==> src/rtl/asyn_fifo_burst_reader_pkg.sv <==
`default_nettype none
// ============================================================================
// Package     : asyn_fifo_pkg
// Description : Shared types and constants for the async FIFO burst reader.
// Revision    : 1.0 - initial release
// ============================================================================
package asyn_fifo_pkg;

    // Burst reader control states
    typedef enum logic [1:0] {
        IDLE  = 2'd0,
        BURST = 2'd1,
        DRAIN = 2'd2
    } rd_state_t;

    // Output skid buffer depth and the width of its occupancy counter
    localparam int OBUF_DEPTH    = 2;
    localparam int OBUF_CNT_BITS = $clog2(OBUF_DEPTH + 1);

endpackage
`default_nettype wire

==> src/rtl/asyn_fifo_burst_reader_if.sv <==
`default_nettype none
// ============================================================================
// Interface   : asyn_fifo_burst_reader_if
// Description : FIFO read port plus downstream valid/ready stream bundle.
//               master = burst reader, slave = FIFO/downstream environment.
// Revision    : 1.0 - initial release
// ============================================================================
interface asyn_fifo_burst_reader_if #(
    parameter int DATA_BITS = 10
);
    logic                 fifo_empty;
    logic [DATA_BITS-1:0] fifo_data;
    logic                 fifo_read;
    logic                 out_valid;
    logic                 out_ready;
    logic [DATA_BITS-1:0] out_data;
    logic                 out_last;

    modport master (
        input  fifo_empty, fifo_data, out_ready,
        output fifo_read, out_valid, out_data, out_last
    );

    modport slave (
        output fifo_empty, fifo_data, out_ready,
        input  fifo_read, out_valid, out_data, out_last
    );
endinterface
`default_nettype wire

==> src/rtl/asyn_fifo_burst_reader_stream_buf2.sv <==
`default_nettype none
// ============================================================================
// Module      : stream_buf2
// Description : Two-entry shift-style buffer; head entry always in r_head so
//               the output is driven straight from a register.
// Revision    : 1.0 - initial release
// ============================================================================
module stream_buf2
    import asyn_fifo_pkg::*;
#(
    parameter int WIDTH = 11
) (
    input  wire logic                     clk,
    input  wire logic                     rst_n,
    input  wire logic                     push,
    input  wire logic [WIDTH-1:0]         push_data,
    input  wire logic                     pop,
    output logic      [WIDTH-1:0]         head_data,
    output logic      [OBUF_CNT_BITS-1:0] count
);
    localparam logic [OBUF_CNT_BITS-1:0] c_one  = OBUF_CNT_BITS'(1);
    localparam logic [OBUF_CNT_BITS-1:0] c_full = OBUF_CNT_BITS'(OBUF_DEPTH);

    logic [WIDTH-1:0]         r_head;
    logic [WIDTH-1:0]         r_tail;
    logic [OBUF_CNT_BITS-1:0] r_count;
    logic                     w_push;
    logic                     w_pop;

    // Protect against overflow/underflow even if the caller misbehaves
    assign w_push = push && (r_count != c_full);
    assign w_pop  = pop && (r_count != '0);

    // Occupancy and storage update; simultaneous push/pop keeps the count
    always_ff @(posedge clk or negedge rst_n) begin
        if (!rst_n) begin
            r_head  <= '0;
            r_tail  <= '0;
            r_count <= '0;
        end else begin
            case ({w_push, w_pop})
                2'b10: begin
                    if (r_count == '0) r_head <= push_data;
                    else               r_tail <= push_data;
                    r_count <= r_count + c_one;
                end
                2'b01: begin
                    r_head  <= r_tail;
                    r_count <= r_count - c_one;
                end
                2'b11: begin
                    if (r_count == c_one) begin
                        r_head <= push_data;
                    end else begin
                        r_head <= r_tail;
                        r_tail <= push_data;
                    end
                end
                default: ;
            endcase
        end
    end

    assign head_data = r_head;
    assign count     = r_count;
endmodule
`default_nettype wire

==> src/rtl/asyn_fifo_burst_reader.sv <==
`default_nettype none
// ============================================================================
// Module      : asyn_fifo_burst_reader
// Description : Read-domain consumer for the async FIFO. Pops exactly
//               burst_len words and forwards them as a valid/ready stream
//               with a last marker through a 2-entry output buffer.
// Revision    : 1.0 - initial release
// ============================================================================
module asyn_fifo_burst_reader
    import asyn_fifo_pkg::*;
#(
    parameter int DATA_BITS = 10,
    parameter int LEN_BITS  = 8,
    parameter int CNT_BITS  = 16
) (
    input  wire logic                r_clk,
    input  wire logic                r_reset,
    input  wire logic                start,
    input  wire logic [LEN_BITS-1:0] burst_len,
    asyn_fifo_burst_reader_if.master bus,
    output logic                     busy,
    output logic                     done,
    output logic      [CNT_BITS-1:0] words_total
);
    localparam logic [LEN_BITS-1:0]      c_len_one   = LEN_BITS'(1);
    localparam logic [CNT_BITS-1:0]      c_cnt_one   = CNT_BITS'(1);
    localparam logic [OBUF_CNT_BITS-1:0] c_obuf_full = OBUF_CNT_BITS'(OBUF_DEPTH);

    rd_state_t                r_state;
    logic [LEN_BITS-1:0]      r_remaining;
    logic                     r_busy;
    logic                     r_done;
    logic [CNT_BITS-1:0]      r_words_total;

    logic                     w_pop_fifo;
    logic                     w_out_valid;
    logic                     w_accept;
    logic [DATA_BITS:0]       w_push_data;
    logic [DATA_BITS:0]       w_head;
    logic [OBUF_CNT_BITS-1:0] w_buf_cnt;

    // Pop decision uses only registered state and the FIFO's registered
    // empty flag, never out_ready, so no combinational path to downstream.
    assign w_pop_fifo  = (r_state == BURST) && !bus.fifo_empty &&
                         (w_buf_cnt < c_obuf_full) && (r_remaining != '0);
    assign w_push_data = {bus.fifo_data, (r_remaining == c_len_one)};
    assign w_out_valid = (w_buf_cnt != '0);
    assign w_accept    = w_out_valid && bus.out_ready;

    stream_buf2 #(
        .WIDTH (DATA_BITS + 1)
    ) u_obuf (
        .clk       (r_clk),
        .rst_n     (r_reset),
        .push      (w_pop_fifo),
        .push_data (w_push_data),
        .pop       (w_accept),
        .head_data (w_head),
        .count     (w_buf_cnt)
    );

    // Burst control: accept start, count pops, wait for the last word to leave
    always_ff @(posedge r_clk or negedge r_reset) begin
        if (!r_reset) begin
            r_state     <= IDLE;
            r_remaining <= '0;
            r_busy      <= 1'b0;
            r_done      <= 1'b0;
        end else begin
            r_done <= 1'b0;
            case (r_state)
                IDLE: begin
                    // A start coinciding with the completion pulse is dropped
                    if (start && !r_done) begin
                        if (burst_len != '0) begin
                            r_remaining <= burst_len;
                            r_busy      <= 1'b1;
                            r_state     <= BURST;
                        end else begin
                            r_done <= 1'b1;
                        end
                    end
                end
                BURST: begin
                    if (w_pop_fifo) begin
                        r_remaining <= r_remaining - c_len_one;
                        if (r_remaining == c_len_one) r_state <= DRAIN;
                    end
                end
                DRAIN: begin
                    if (w_accept && w_head[0]) begin
                        r_done  <= 1'b1;
                        r_busy  <= 1'b0;
                        r_state <= IDLE;
                    end
                end
                default: r_state <= IDLE;
            endcase
        end
    end

    // Delivered-word counter, wraps naturally
    always_ff @(posedge r_clk or negedge r_reset) begin
        if (!r_reset) begin
            r_words_total <= '0;
        end else if (w_accept) begin
            r_words_total <= r_words_total + c_cnt_one;
        end
    end

    assign bus.fifo_read = w_pop_fifo;
    assign bus.out_valid = w_out_valid;
    assign bus.out_data  = w_head[DATA_BITS:1];
    assign bus.out_last  = w_head[0];
    assign busy          = r_busy;
    assign done          = r_done;
    assign words_total   = r_words_total;
endmodule
`default_nettype wire
==> src/flat_wrapper.sv <==
// flat-port wrapper written by rule: the top's interface ports become plain ports
module asyn_fifo_burst_reader_flat import asyn_fifo_pkg::*;
#(
    parameter int DATA_BITS = 10,
    parameter int LEN_BITS  = 8,
    parameter int CNT_BITS  = 16
)
  (r_clk, r_reset, start, burst_len, busy, done, words_total, bus_fifo_empty, bus_fifo_data, bus_out_ready, bus_fifo_read, bus_out_valid, bus_out_data, bus_out_last);
  asyn_fifo_burst_reader_if #(.DATA_BITS(DATA_BITS)) bus_i ();
  input  wire logic r_clk;
  input  wire logic r_reset;
  input  wire logic start;
  input  wire logic [LEN_BITS-1:0] burst_len;
  output logic busy;
  output logic done;
  output logic      [CNT_BITS-1:0] words_total;
  input wire logic [$bits(bus_i.fifo_empty)-1:0] bus_fifo_empty;
  input wire logic [$bits(bus_i.fifo_data)-1:0] bus_fifo_data;
  input wire logic [$bits(bus_i.out_ready)-1:0] bus_out_ready;
  output wire logic [$bits(bus_i.fifo_read)-1:0] bus_fifo_read;
  output wire logic [$bits(bus_i.out_valid)-1:0] bus_out_valid;
  output wire logic [$bits(bus_i.out_data)-1:0] bus_out_data;
  output wire logic [$bits(bus_i.out_last)-1:0] bus_out_last;
  assign bus_i.fifo_empty = bus_fifo_empty;
  assign bus_i.fifo_data = bus_fifo_data;
  assign bus_i.out_ready = bus_out_ready;
  assign bus_fifo_read = bus_i.fifo_read;
  assign bus_out_valid = bus_i.out_valid;
  assign bus_out_data = bus_i.out_data;
  assign bus_out_last = bus_i.out_last;
  asyn_fifo_burst_reader #(.DATA_BITS(DATA_BITS), .LEN_BITS(LEN_BITS), .CNT_BITS(CNT_BITS)) u_core (.r_clk(r_clk), .r_reset(r_reset), .start(start), .burst_len(burst_len), .bus(bus_i), .busy(busy), .done(done), .words_total(words_total));
endmodule
==> config.mk <==
export PLATFORM = sky130hd
export DESIGN_NAME = asyn_fifo_burst_reader_flat
export DESIGN_NICKNAME = d
export VERILOG_FILES = /design/src/rtl/asyn_fifo_burst_reader_pkg.sv /design/src/rtl/asyn_fifo_burst_reader_if.sv /design/src/rtl/asyn_fifo_burst_reader_stream_buf2.sv /design/src/rtl/asyn_fifo_burst_reader.sv /design/src/flat_wrapper.sv
export SDC_FILE = /design/constraint.sdc
export NUM_CORES = 1
export LEC_CHECK = 0
export BUFFER_PORTS_ARGS = -buffer_cell sky130_fd_sc_hd__buf_2
export CORE_UTILIZATION = 45
export DETAILED_ROUTE_END_ITERATION = 10
export MAX_ROUTING_LAYER = met4
export PLACE_DENSITY = 0.67
export SETUP_SLACK_MARGIN = 0.2
export SLEW_MARGIN = 20
export SYNTH_ARGS = -nofsm -noshare
export SYNTH_HDL_FRONTEND = slang
export SYNTH_SLANG_ARGS = --single-unit
==> constraint.sdc <==
create_clock -name r_clk -period 3.4 [get_ports r_clk]
set_input_delay 0.17 -clock r_clk [delete_from_list [all_inputs] [get_ports r_clk]]
set_output_delay 0.17 -clock r_clk [all_outputs]
set_load 0.03 [all_outputs]
==> results of run 1 <==
==> worst max path at each step <==
stage	start	end	cells past startpoint
after floorplan	u_core.r_remaining[0]$_DFFE_PN0P_	u_core.u_obuf.r_tail[10]$_DFFE_PN0P_	12
after global placement	u_core.r_remaining[0]$_DFFE_PN0P_	u_core.u_obuf.r_tail[6]$_DFFE_PN0P_	9
after detailed placement	u_core.r_remaining[0]$_DFFE_PN0P_	u_core.u_obuf.r_tail[1]$_DFFE_PN0P_	9
after CTS	u_core.r_remaining[0]$_DFFE_PN0P_	u_core.u_obuf.r_tail[6]$_DFFE_PN0P_	9
after global routing	u_core.r_remaining[0]$_DFFE_PN0P_	u_core.u_obuf.r_tail[8]$_DFFE_PN0P_	11
final	u_core.r_remaining[0]$_DFFE_PN0P_	u_core.u_obuf.r_tail[8]$_DFFE_PN0P_	11
==> stage by stage <==
step           area [sq um]  std cells  total power [mW]  hold slack (ns)   util
4_1_cts                3130        357              2.71           0.0948  0.558
2_1_floorplan          2670        227              1.98           -0.126      -
3_3_place_gp           3000        348              2.22            0.192  0.535
3_5_place_dp           3000        348              2.26            0.193  0.535
5_1_grt                3140        358              2.86            0.100  0.559
6_report               3140        358              2.69            0.109  0.559
==> state kept, by name, indices dropped and copies added, names as in the netlist <==
name	flops
u_core.r_state	2
u_core.busy	1
u_core.done	1
u_core.u_obuf.r_tail	11
u_core.u_obuf.head_data	11
u_core.words_total	16
u_core.u_obuf.count	2
u_core.r_remaining	8
==> cell type report <==
cell class / instances / area (sq um) / area share
inverter: 10 / 37.5 / 0.0120
multi-input combinational: 158 / 1280 / 0.408
tap: 72 / 90.1 / 0.0287
clock buffer: 6 / 82.6 / 0.0263
timing repair buffer: 58 / 305 / 0.0973
sequential: 52 / 1300 / 0.415
clock inverter: 2 / 38.8 / 0.0124
==> cells in the final DEF, fill, tap and decap left out, types with 2 or more instances in the layout <==
master	count
a21oi_1	7
a22o_1	10
and3_1	4
buf_2	53
buf_4	4
clkbuf_8	6
dfrtp_1	52
ha_1	9
inv_1	9
mux2_2	11
mux2_4	10
nand2_1	17
nand2b_1	2
nand3_1	7
nand4_1	5
nor2_1	9
nor3_1	5
nor4_1	4
o21ai_0	4
o22ai_1	6
o2bb2ai_1	7
or4_1	2
xnor2_1	14
xor2_1	3
==> power breakdown <==
| group | switching, mW | internal (mW) |
|---|---|---|
| registers | 0.205 | 0.838 |
| logic | 0.649 | 0.551 |
| clock network | 0.205 | 0.241 |
==> synth_stat cells, types with 6 or more instances <==
cell        n
mux2_2     11
nand3_1     7
a22o_1     10
mux2_4     10
xnor2_1    14
dfrtp_1    52
nand2_1    17
nor2_1      9
a21oi_1     7
o2bb2ai_1   7
inv_1       9
o22ai_1     6
ha_1        9
==> cells by family after synthesis <==
group                    share of synthesized area
AND/OR/NAND/NOR                              0.140
flip-flops                                   0.487
AO/OA/AOI/OAI                                0.135
multiplexers                                 0.106
XOR/XNOR                                    0.0557
buffers and inverters                       0.0332
adder cells (fa/ha/maj)                     0.0422
==> routing by layer <==
metal / vias up / global-route usage
li1: 948 / -
met1: 974 / 0.239
met2: 44 / 0.311
met3: 8 / 0.0322
met4: 0 / 0.0709
met5: - / -
==> critical path, stage by stage, from the launching register on <==
cell and delay [ns]:
dfrtp_1 0.45, inv_1 0.08, ha_1 0.24, nor3b_2 0.19, a2111oi_4 0.32, nand2_1 0.12
inv_1 0.09, ha_1 0.21, nand2_1 0.09, o211ai_1 0.25, buf_4 0.27, mux2_2 0.35
==> impl.org, run 1 <==
** Outcome
- The run finished with clean final reports.

** Route
- Summed over all nets, wire length on met3 after detailed routing comes to 192 um.
- In the routed design, unresolved DRC markers number 0.
- In the final routing, the length of wire on met1 measures 2480 um.
- First-pass iteration count of the detailed router :: 4
- Summing over every cut layer, the via total after detailed routing is 1974.
- In this run the remaining antenna-violating nets after routing total 0.
- In this run the top signal layer used is met4.
- After detailed routing, the number of vias per cell comes to 5.51.
- Detailed-route wire length per cell :: 15.1 um
- Met2 wire length :: 2630 um
- The routed design has 5400 um of wire.
- The first routing iteration left 99 violations.

** Logic synthesis
- Count of yosys warnings during synthesis :: 0
- Cells taking the most area after synthesis :: dfrtp_1 49%, mux2_4 5.6%, mux2_2 4.6%
- Net count after synthesis :: 259
- Seq/Total Area, Yosys :: 0.487
- Count of cell types in the netlist :: 48
- In this run the cell area of the synthesized design comes to 0.00267 sq mm.
- Register bit total from synthesis :: 52
- After technology mapping, the gate count stands at 227.
- Area leader, netlist :: dfrtp_1
- Proportion of synthesized flip-flops having asynchronous set or reset :: 1.00
- Most used flip-flop cell after synthesis :: dfrtp_1
- Synthesized area divided by synthesized cell count :: 11.8 sq um
- In this run, synthesis inferred 0 flip-flops with an integrated enable.
- The share of synthesized area in the top cell type comes to 0.487.

** Clocking
- Count of hold buffers inserted by post-cts repair :: 1
- TritonCTS built the clock tree.
- Counting the buffers created by CTS gives 5.
- Source-to-sink clock delay at the later pin of the worst-skew pair :: 0.30 ns
- Post-CTS repair changed the size of 0 cells.
- Counting every sink on the clock net gives 52.
- Post-CTS repair timing setup buffer count :: 0
- Clock-pin slew was measured on the worst setup and hold paths at around 0.10 ns.
- The tree is rooted in a clkbuf_8.
- The clock tree synthesis step divided the H-tree into 2 levels.
- Worst-case clock buffer depth :: 2

** Timing
- The number of hold-slack violations in the final timing report was 0.
- Actual transition at the worst max-transition pin :: 0.780 ns
- Finish-stage setup viols :: 0
- In this run the tightest slew margin relative to its limit is 0.475.
- Count of pins over their slew limit :: 0
- Once routing completed, OpenROAD measured the worst setup slack at 0.628 ns.
- The worst path in the final design needs a cycle of 2.77 ns, including I/O delays and setup.
- RSZ-0062 raised after global routing :: false
- Worst clock skew :: 0.00745 ns
- Final TNS setup :: 0 ns
- F_max :: 361 MHz
- In the finished design, the share of the clock period the worst path needs comes to 0.815.

** Placed design
- Setup Slack @ Placement :: 0.430 ns
- The wire-length estimate of the detail-placed layout is 3920 um.
- Routability congestion estimate from global placement :: around 0.83
- Buffers placed on the I/O ports in this run total 53.

** Finish
- Fraction of final layout cells sized beyond drive strength 1 :: 0.336
- The repair_antennas step left the layout with diodes totalling 0.
- Area overhead of the layout relative to synthesis :: 17.4%
- Final net count :: between 300 and 400
- The layout has 500 filler cells.

** Setup path
- For the worst setup path, the data arrival time is 2.97 ns.
- The worst setup path is captured at a register.
- CP startpoint kind :: register
- The startpoint identified for the worst register-to-register timing path is u_core.r_remaining[0]$_DFFE_PN0P_.
- Setup slack on the worst reg-to-reg path comes out at 0.63 ns.
- The worst setup path is of the reg -> reg kind.
- In this run the worst path has a maximum fanout of 8.
- Terminus of the critical flop-to-flop path :: u_core.u_obuf.r_tail[8]$_DFFE_PN0P_
- Reg2reg path depth :: 11
- At the worst endpoint, the required time is 3.60 ns.

** Global route
- Largest net degree at the start of global routing :: 31
- Number of global-route vias before repair :: 1908
- Summed over all layers, the global routing overflow is 0.
- The initial antenna violation count is 0.
- In the global route stage, overall resource usage came out at 0.191.
- Wire length of the first global-routing pass :: 8980 um

** Floorplan
- Die Outline Area :: 0.00625 sq mm
- The die is 79.0 um tall.
- Chip width :: 79.0 um
- 54 I/O pins were placed.
- Initial cell density of the core :: 0.476
- Cell row count :: 27
- In this run the standard cell core region covers between 0.005 and 0.006 sq mm.

** Worst hold path
- Along the worst hold path, the cell count comes to 2.
- The min-delay analysis places its worst path in the category in -> reg.
- Hold Crit Start :: bus_fifo_data[9]
- Worst Hold Endpoint :: u_core.u_obuf.r_tail[10]$_DFFE_PN0P_

** Pwr
- The worst-case IR drop observed on VDD is roughly 0.00034 V.
- Dividing total power by cell area gives a power density of 857 mW/mm^2.
- Summed over all cells, the static leakage comes to 1.48 nW.

** Run
- Max_cap viols :: 0
No activity file was read; power rests on OpenSTA's default activity.
==> run 2: changes to the inputs <==
--- a/config.mk
+++ b/config.mk
@@ -5,11 +5,12 @@
 export SDC_FILE = /design/constraint.sdc
 export NUM_CORES = 1
 export LEC_CHECK = 0
+export ABC_AREA = 1
 export BUFFER_PORTS_ARGS = -buffer_cell sky130_fd_sc_hd__buf_2
 export CORE_UTILIZATION = 45
 export DETAILED_ROUTE_END_ITERATION = 10
 export MAX_ROUTING_LAYER = met4
-export PLACE_DENSITY = 0.67
+export PLACE_DENSITY = 0.69
 export SETUP_SLACK_MARGIN = 0.2
 export SLEW_MARGIN = 20
 export SYNTH_ARGS = -nofsm -noshare
==> constraint.sdc (replaced) <==
create_clock -name r_clk -period 2.35 [get_ports r_clk]
set_input_delay 0.1175 -clock r_clk [delete_from_list [all_inputs] [get_ports r_clk]]
set_output_delay 0.1175 -clock r_clk [all_outputs]
set_load 0.03 [all_outputs]
==> run 2 against run 1 <==
Against the previous run: clock power grew 15%; cell count grew 46%; synthesized cell count grew 70%; sequential cell count is the same; fmax grew 38%; first-iteration DRC count grew 43%; critical endpoint is now u_core.u_obuf.r_tail[4]$_DFFE_PN0P_.
==> impl.org, run 2 <==
** Outcome
- Result of the run :: completed (unchanged)

** Floorplan
- Die Outline Area :: 0.00676 sq mm (was 0.00625 sq mm)
- The die outline width was 82.2 um (was 79.0 um).
- The boundary pin count was 54 (unchanged).
- Core Region :: 0.00606 sq mm (was 0.00561 sq mm)
- Initial cell density of the core :: 0.478 (was 0.476)
- The row count was 28 (was 27).
- DIE HEIGHT :: 82.2 um (was 79.0 um)

** Route
- The sum of met2 wire segment lengths after detailed routing was 3000 um (was 2630 um).
- Post-route antenna net violation count :: 0 (unchanged)
- Length of routed met3 wiring :: 251 um (was 192 um)
- The topmost layer with routed signal wires is met4 (unchanged).
- DRC violations left :: 0 (unchanged)
- Total wirelength of the detailed-routed design :: 6370 um (was 5400 um)
- The initial detailed-routing violation count came to 142 (was 99).
- The number of detailed-routing iterations run before antenna repair is 4 (unchanged).
- The total number of vias was 2573 (was 1974).
- Detailed-route wire length per cell :: 12.2 um (was 15.1 um)
- The via density per instance came to 4.93 (was 5.51).
- Metal-1 WL :: 3090 um (was 2480 um)

** Worst hold path
- Class of the worst hold path :: in -> reg (unchanged)
- The worst hold path stage count is 3 (was 2).
- The hold path startpoint is bus_fifo_data[8] (was bus_fifo_data[9]).
- The endpoint of the worst hold-timing path was u_core.u_obuf.r_tail[9]$_DFFE_PN0P_ (was u_core.u_obuf.r_tail[10]$_DFFE_PN0P_).

** Placed design
- Routability congestion estimate from global placement :: 0.877 (was 0.830)
- The setup slack after placement came to 0.0132 ns (was 0.430 ns).
- Number of instances in the placed design :: 512 (was 348)
- The post-placement cell area is 0.00327 sq mm (was 0.00300 sq mm).
- Count of input and output buffers :: 53 (unchanged)
- The detailed-placement wirelength estimate is 4840 um (was 3920 um).

** Finish
- The final net count is 478 (was 317).
- The number of filler cells placed in the layout was 596 (was 500).
- Fraction of final layout cells sized beyond drive strength 1 :: 0.197 (was 0.336)
- The footprint of the multi-input gates was 0.00140 sq mm (was 0.00128 sq mm).
- Commonest cells after routing, fill and taps aside: 128 x nand2_1, 53 x buf_2, 52 x dfrtp_1, 40 x inv_1 (was 53 x buf_2, 52 x dfrtp_1, 17 x nand2_1, 14 x xnor2_1, 11 x mux2_2).
- Commonest non-fill, non-tap cell in the layout :: nand2_1 (was buf_2)
- Inserted Diodes :: 0 (unchanged)
- Area overhead of the layout relative to synthesis :: 17.7% (was 17.4%)
- The design area came to 0.00341 sq mm (was 0.00314 sq mm).
- The total area of sequential cells is 0.00130 sq mm (unchanged).
- Number of flip-flops under the largest register name :: 16 (unchanged)
- Final non-filler cell total :: 522 (was 358)

** Global route
- Number of global-route vias before repair :: 2365 (was 1908)
- The largest net degree at the start of global routing is 26 (was 31).
- The total global-route track usage is 0.209 (was 0.191).
- The aggregate global routing overflow is 0 (unchanged).
- Initial antenna violation count :: 0 (unchanged)
- The first-pass GRT wire length was 10500 um (was 8980 um).

** Setup path
- Req. time, crit path :: 2.57 ns (was 3.60 ns)
- Cell family with most CP delay :: buffers and inverters (was compound AO/OA/AOI/OAI gates)
- The capture instance of the worst register-to-register path is u_core.u_obuf.r_tail[4]$_DFFE_PN0P_ (was u_core.u_obuf.r_tail[8]$_DFFE_PN0P_).
- By instance count, the cell type seen most on the critical path is ha_1.
- The maximum net fanout on the critical path is 24 (was 8).
- Worst R2R Setup Slack :: 0.34 ns (was 0.63 ns)
- The worst stage delay on the critical path was 0.41 ns (was 0.45 ns).
- The critical path's slowest cell is dfrtp_1 (unchanged).
- CP startpoint kind :: register (unchanged)
- Sort of element at the end of the critical path :: register (unchanged)
- The startpoint of the lowest-slack register-to-register path was u_core.u_obuf.count[0]$_DFFE_PN0P_ (was u_core.r_remaining[0]$_DFFE_PN0P_).
- WP data arrival :: 2.23 ns (was 2.97 ns)
- Count of buffering cells on the critical path with inverters included :: 4 (was 3)
- Cell chain of the critical path :: inv_1, ha_1, nor2_4, buf_8, inv_2, ha_1, o211ai_1, buf_6, nand2_1, o21ai_0 (was inv_1, ha_1, nor3b_2, a2111oi_4, nand2_1, inv_1, ha_1, nand2_1, o211ai_1, buf_4, mux2_2)
- Reg2reg path depth :: 10 (was 11)
- Category of the most critical setup path :: reg -> reg (unchanged)

** Run
- The number of max-capacitance violations reported was 0 (unchanged).

** Clocking
- The number of sinks on the clock net was 52 (unchanged).
- The maximum level of the CTS H-tree came to 2 (unchanged).
- The clock tree from TritonCTS is yes (unchanged).
- Worst-case clock buffer depth :: 2 (unchanged)
- The clock transition at the registers of the reported paths was 0.09 ns (was 0.10 ns).
- The number of clock buffers inserted by TritonCTS was 5 (unchanged).
- The clock latency on the worst-skew pair came to 0.31 ns (was 0.30 ns).
- The root cell of the clock tree is clkbuf_8 (unchanged).

** Timing
- Post-route clock period utilization :: 0.855 (was 0.815)
- The maximum clock skew at final layout came to 0.00382 ns (was 0.00745 ns).
- The shortest clock period the worst path allows after layout was 2.01 ns (was 2.77 ns).
- The sum of negative setup slack is 0 ns (unchanged).
- The worst max-slew margin expressed relative to the limit was 0.614 (was 0.475).
- Actual transition at the worst max-transition pin :: 0.579 ns (was 0.780 ns)
- RSZ-0062 raised after global routing: true (was false).
- The final-report max-slew violation count was 0 (unchanged).
- The minimum setup slack in the final design is 0.341 ns (was 0.628 ns).
- Hold Fails Final Rpt :: 0 (unchanged)
- F_max :: 498 MHz (was 361 MHz)
- Finish-stage setup viols :: 0 (unchanged)

** Pwr
- The power density over the cells came to 1180 mW/mm^2 (was 857 mW/mm^2).
- Leakage :: 1.84 nW (was 1.48 nW)
- Worst IR drop on VDD :: 0.000551 V (was 0.000338 V)
- The overall power consumption was 4.03 mW (was 2.69 mW).

** Logic synthesis
- Synthesized area divided by synthesized cell count :: 7.52 sq um (was 11.8 sq um)
- Dominant cell by count in the synthesized netlist :: nand2_1 (was dfrtp_1)
- Register bit total from synthesis :: 52 (unchanged)
- The net count after synthesis is 417 (was 259).
- Cells taking the most area after synthesis :: dfrtp_1 45%, nand2_1 17%, nand3_1 6.2% (was dfrtp_1 49%, mux2_4 5.6%, mux2_2 4.6%)
- Count of yosys warnings during synthesis :: 0 (unchanged)
- Area leader, netlist :: dfrtp_1 (unchanged)
- Area share of the largest cell type after synthesis :: 0.449 (was 0.487)
- Post-synth EDFFs :: 0 (unchanged)
- Proportion of synthesized flip-flops having asynchronous set or reset :: 1.00 (unchanged)
- The post-synthesis cell area was 0.00290 sq mm (was 0.00267 sq mm).
- Count of cell types in the netlist :: 29 (was 48)
- Seq/Total Area, Yosys :: 0.449 (was 0.487)
- Number of instances in the synthesized netlist :: 385 (was 227)
- Top post-synthesis cells by count: 128 x nand2_1, 52 x dfrtp_1, 41 x inv_1, 36 x nand3_1, 36 x o21ai_0 (was 52 x dfrtp_1, 17 x nand2_1, 14 x xnor2_1, 11 x mux2_2).
- The leading register cell type out of synthesis is dfrtp_1 (unchanged).
[run 2: changes by cell type in the layout (fill, tap and decap cells not counted), sizes merged, moves of 6 or more]
cell	previous run	this run
a22o	10	0
buf	57	63
inv	10	43
mux2	21	0
nand2	17	131
nand3	7	37
nor2	10	39
o21ai	4	37
o22ai	6	0
o2bb2ai	7	0
xnor2	14	7
[run 2: cell families (layout without fill, tap and decap cells)]
family | after synthesis | count (layout) | synth area share
muxes | 1 | 1 | 0.00346
DFF | 52 | 52 | 0.449
and+or+nand+nor | 214 | 214 | 0.316
adders and majority gates | 9 | 9 | 0.0389
buffers and inverters | 53 | 115 | 0.0752
AOI/OAI and AO/OA | 43 | 43 | 0.0778
xor gates and xnor gates | 13 | 13 | 0.0393
[run 2: area by class of cell]
type                       instances  share of cell area
sequential                        52               0.382
clock inverter                     3             0.00551
inverter                          43              0.0474
tap                               75              0.0275
timing repair buffer              64               0.106
clock buffer                       5              0.0202
multi-input combinational        280               0.412
[run 2: what timing repair did]
item | CTS | global route
pin swaps | 0 | 1
hold buffers | 1 | 0
buffers inserted | 0 | 1
gates resized for setup | 1 | 9
endpoints found under the setup margin | 11 | 23
endpoints found under the hold margin | 23 | 0
[run 2: where the power goes]
group / internal (mW) / switching [mW] / total [mW] / leakage [nW]
logic: 0.687 / 1.33 / 2.02 / 1.13
clock network: 0.208 / 0.304 / 0.513 / 0.0479
registers: 1.22 / 0.278 / 1.50 / 0.667
total: 2.12 / 1.91 / 4.03 / 1.84
[run 2: worst min-delay path: stages]
cell     delay, ns
buf_2         0.09
inv_1         0.06
o21ai_0       0.08
[run 2: how the worst max path moves through the flow]
stage | start | end | slack, ns | cells past startpoint
after floorplan | u_core.u_obuf.count[0]$_DFFE_PN0P_ | u_core.u_obuf.r_tail[10]$_DFFE_PN0P_ | 0.26 | 10
after global placement | u_core.r_remaining[0]$_DFFE_PN0P_ | u_core.u_obuf.head_data[8]$_DFFE_PN0P_ | 0.07 | 12
after detailed placement | u_core.r_remaining[0]$_DFFE_PN0P_ | u_core.u_obuf.head_data[8]$_DFFE_PN0P_ | 0.01 | 12
after CTS | u_core.r_remaining[0]$_DFFE_PN0P_ | u_core.u_obuf.head_data[8]$_DFFE_PN0P_ | 0.22 | 12
after global routing | u_core.u_obuf.count[0]$_DFFE_PN0P_ | u_core.u_obuf.r_tail[4]$_DFFE_PN0P_ | 0.19 | 10
final | u_core.u_obuf.count[0]$_DFFE_PN0P_ | u_core.u_obuf.r_tail[4]$_DFFE_PN0P_ | 0.34 | 10
[run 2: per-layer routing]
layer | vias to the layer above | track usage
li1 | 1333 | -
met1 | 1181 | 0.268
met4 | 0 | 0.0368
met2 | 55 | 0.347
met5 | - | -
met3 | 4 | 0.0407
[run 2: stage by stage]
stage,util,hold slack (ns)
after floorplan,-,-0.178
after global placement,0.539,0.152
after detailed placement,0.539,0.150
after CTS,0.556,0.0805
after global routing,0.562,0.0921
final,0.562,0.0774
==> run 3: changes to the inputs <==
--- a/config.mk
+++ b/config.mk
@@ -7,10 +7,12 @@
 export LEC_CHECK = 0
 export ABC_AREA = 1
 export BUFFER_PORTS_ARGS = -buffer_cell sky130_fd_sc_hd__buf_2
-export CORE_UTILIZATION = 45
+export CELL_PAD_IN_SITES_DETAIL_PLACEMENT = 0
+export CELL_PAD_IN_SITES_GLOBAL_PLACEMENT = 1
+export CORE_UTILIZATION = 36
 export DETAILED_ROUTE_END_ITERATION = 10
 export MAX_ROUTING_LAYER = met4
-export PLACE_DENSITY = 0.69
+export PLACE_DENSITY_LB_ADDON = 0.1
 export SETUP_SLACK_MARGIN = 0.2
 export SLEW_MARGIN = 20
 export SYNTH_ARGS = -nofsm -noshare
==> run 3 against run 2 <==
Against the previous run: cell count is 6.3% higher; global-route usage is 2.3 points lower; register-to-register slack improved by 0.02 ns; sequential share of layout area is 1.3 points lower; critical path type unchanged; via count increased by 0.12%; die area increased by 24%; worst setup slack better by 0.016 ns; clock skew up 0.0032 ns; combinational power up 7%; total power increased by 5.0%; non-clock buffer count is 5 higher; clock power is 7.8% higher.
==> impl.org, run 3 (synthesized netlist as in run 2, its figures left out) <==
** Finish
- FILL cells :: 837 (was 596)
- The utilization after layout came to 0.455 (was 0.562).
- Area overhead of the layout relative to synthesis :: 21.9% (was 17.7%)
- The leading cell type in the layout, fill and taps excluded is nand2_1 (unchanged).
- Commonest cells after routing, fill and taps aside :: 127 x nand2_1, 54 x buf_2, 51 x dfrtp_1, 41 x inv_1 (was 128 x nand2_1, 53 x buf_2, 52 x dfrtp_1, 40 x inv_1)
- Number of flip-flops under the largest register name :: 16 (unchanged)
- The footprint of the multi-input gates came to 0.00144 sq mm (was 0.00140 sq mm).
- Final non-filler cell total :: 555 (was 522)
- Inserted Diodes :: 0 (unchanged)
- The total area of sequential cells is 0.00130 sq mm (about the same).
- The final net count was 484 (was 478).
- The fraction of layout instances using a drive strength above 1 is 0.216 (was 0.197).

** Timing
- Min setup slack post-route :: 0.357 ns (was 0.341 ns)
- The number of hold-slack violations in the final timing report was 0 (unchanged).
- The count of endpoints failing setup in the final report was 0 (unchanged).
- Clock period minus worst slack :: 1.99 ns (was 2.01 ns)
- RSZ-0062 raised after global routing :: false (was true)
- The slew at the pin closest to its max-slew limit is 0.468 ns (was 0.579 ns).
- Worst clock skew :: 0.00702 ns (was 0.00382 ns)
- The timing-limited maximum frequency came to 502 MHz (was 498 MHz).
- The final-report max-slew violation count came to 0 (unchanged).
- The worst max-slew margin expressed relative to the limit came to 0.688 (was 0.614).
- The post-route fraction of the period consumed by the critical path came to 0.848 (was 0.855).
- Final TNS setup :: 0 ns (unchanged)

** Global route
- The number of global-route vias before repair was 2572 (was 2365).
- The initial antenna violation count was 0 (unchanged).
- Gr usage total :: 0.186 (was 0.209)
- Total global routing overflow :: 0 (unchanged)
- The first-pass GRT wire length was 12000 um (was 10500 um).
- Largest net degree at the start of global routing :: 25 (was 26)

** Clocking
- The clock latency on the worst-skew pair came to 0.31 ns (about the same).
- Root Driver :: clkbuf_8 (unchanged)
- The clock transition at the registers of the reported paths is 0.10 ns (was 0.09 ns).
- The clock tree from TritonCTS is yes (unchanged).
- The number of clock buffers inserted by TritonCTS is 5 (unchanged).
- The number of buffers on the longest clock path was 2 (unchanged).
- Number of H-tree levels :: 2 (unchanged)
- The number of sinks on the clock net came to 52 (unchanged).

** Setup path
- The data arrival time of the worst path came to 2.20 ns (was 2.23 ns).
- The startpoint type of the worst setup path is a register (unchanged).
- The required time of the critical path was 2.56 ns (was 2.57 ns).
- The category of the most critical setup path is reg -> reg (unchanged).
- Worst-path maximum fanout :: 5 (was 24)
- The type of element capturing the critical path was a register (unchanged).

** Route
- The average detailed-routed wire length per instance came to 13.4 um (was 12.2 um).
- The final wirelength came to 7450 um (was 6370 um).
- Via count :: 2576 (was 2573)
- Number of design-rule violations left by the first detailed-router iteration :: 116 (was 142)
- DRC violations left :: 0 (unchanged)
- First-pass iteration count of the detailed router :: 4 (unchanged)
- Number of vias per cell :: 4.64 (was 4.93)
- Post-route antenna net violation count :: 0 (unchanged)

** Floorplan
- Chip width :: 91.7 um (was 82.2 um)
- The row count is 32 (was 28).
- The effective utilization at floorplan came to 0.373 (was 0.478).
- Die Outline Area :: 0.00841 sq mm (was 0.00676 sq mm)
- The die height is 91.7 um (was 82.2 um).
- Top-level port count :: 54 (unchanged)
- The total core area was 0.00777 sq mm (was 0.00606 sq mm).

** Run
- The number of max-capacitance violations reported came to 0 (unchanged).

** Pwr
- The maximum resistive drop on vdd was 0.000447 V (was 0.000551 V).
- Final total power :: 4.23 mW (was 4.03 mW)
- The power density over the cells came to 1200 mW/mm^2 (was 1180 mW/mm^2).
- Leakage :: 1.88 nW (was 1.84 nW)

** Placed design
- The count of buffers from port buffering came to 53 (unchanged).
- The detailed-placement wirelength estimate is 5240 um (was 4840 um).
- The number of placed cells counting well taps came to 542 (was 512).
- Routability congestion estimate from global placement :: 0.819 (was 0.877)
- The setup slack after placement was -0.0991 ns (was 0.0132 ns).

** Worst hold path
- Class of the worst hold path :: in -> reg (unchanged)

** Outcome
- Result of the run :: completed (unchanged)
[run 3: final cells by class]
type	count	share of cell area
repair buffers	69	0.115
clock buffers	6	0.0234
well taps	102	0.0361
inverters	43	0.0457
clock inverters	2	0.00390
flip-flops and latches	52	0.369
multi-input cells	281	0.407
[run 3: final timing paths]
check / from / end / slack (ns) / cells past startpoint
min in group asynchronous: r_reset / u_core.words_total[8]$_DFFE_PN0N_ / 0.29 / 2
worst max register to register: u_core.r_remaining[0]$_DFFE_PN0P_ / u_core.u_obuf.head_data[5]$_DFFE_PN0P_ / 0.36 / 12
worst min-delay path: bus_fifo_data[5] / u_core.u_obuf.r_tail[6]$_DFFE_PN0P_ / 0.07 / 3
max in group asynchronous: r_reset / u_core.r_remaining[4]$_DFFE_PN0P_ / 1.39 / 3
worst max-delay path: u_core.r_remaining[0]$_DFFE_PN0P_ / u_core.u_obuf.head_data[5]$_DFFE_PN0P_ / 0.36 / 12
worst min register to register: u_core.busy$_DFFE_PN0P_ / u_core.busy$_DFFE_PN0P_ / 0.49 / 2
[run 3: repair_timing]
item,4_1_cts,5_1_grt
endpoints found under the setup margin,20,22
buffers inserted,0,2
hold buffers,1,0
pin swaps,0,2
cloned,0,2
hold endpoints to repair,17,0
gates resized for setup,3,16
[run 3: report_power, final]
part | internal, mW | switching, mW
sequential | 1.22 | 0.282
combinational | 0.763 | 1.41
clock | 0.242 | 0.311
[run 3: per-stage QoR]
step / hold WS [ns] / area [sq um]
after global routing: 0.0752 / 3530
after global placement: 0.0957 / 3320
final: 0.0704 / 3530
after floorplan: -0.178 / 2900
after detailed placement: 0.0969 / 3320
after CTS: 0.0669 / 3440
[run 3: per-layer routing]
layer | vias to the layer above | routed length (um) | part of all wire | track usage
li1 | 1349 | - | - | -
met3 | 11 | 217 | 0.029 | 0.0240
met5 | - | 0 | 0 | -
met1 | 1163 | 3460 | 0.47 | 0.233
met4 | 0 | 127 | 0.017 | 0.0625
met2 | 53 | 3640 | 0.49 | 0.314
[run 3: worst max-delay path: stages, from the launching register on]
cell	delay (ns)
dfrtp_1	0.40
inv_1	0.08
ha_2	0.18
nand2_2	0.08
o21ai_2	0.17
nor2_2	0.07
ha_1	0.21
buf_4	0.15
a21oi_4	0.16
buf_2	0.18
o21ai_0	0.09
nand2_1	0.07
nand2_1	0.05
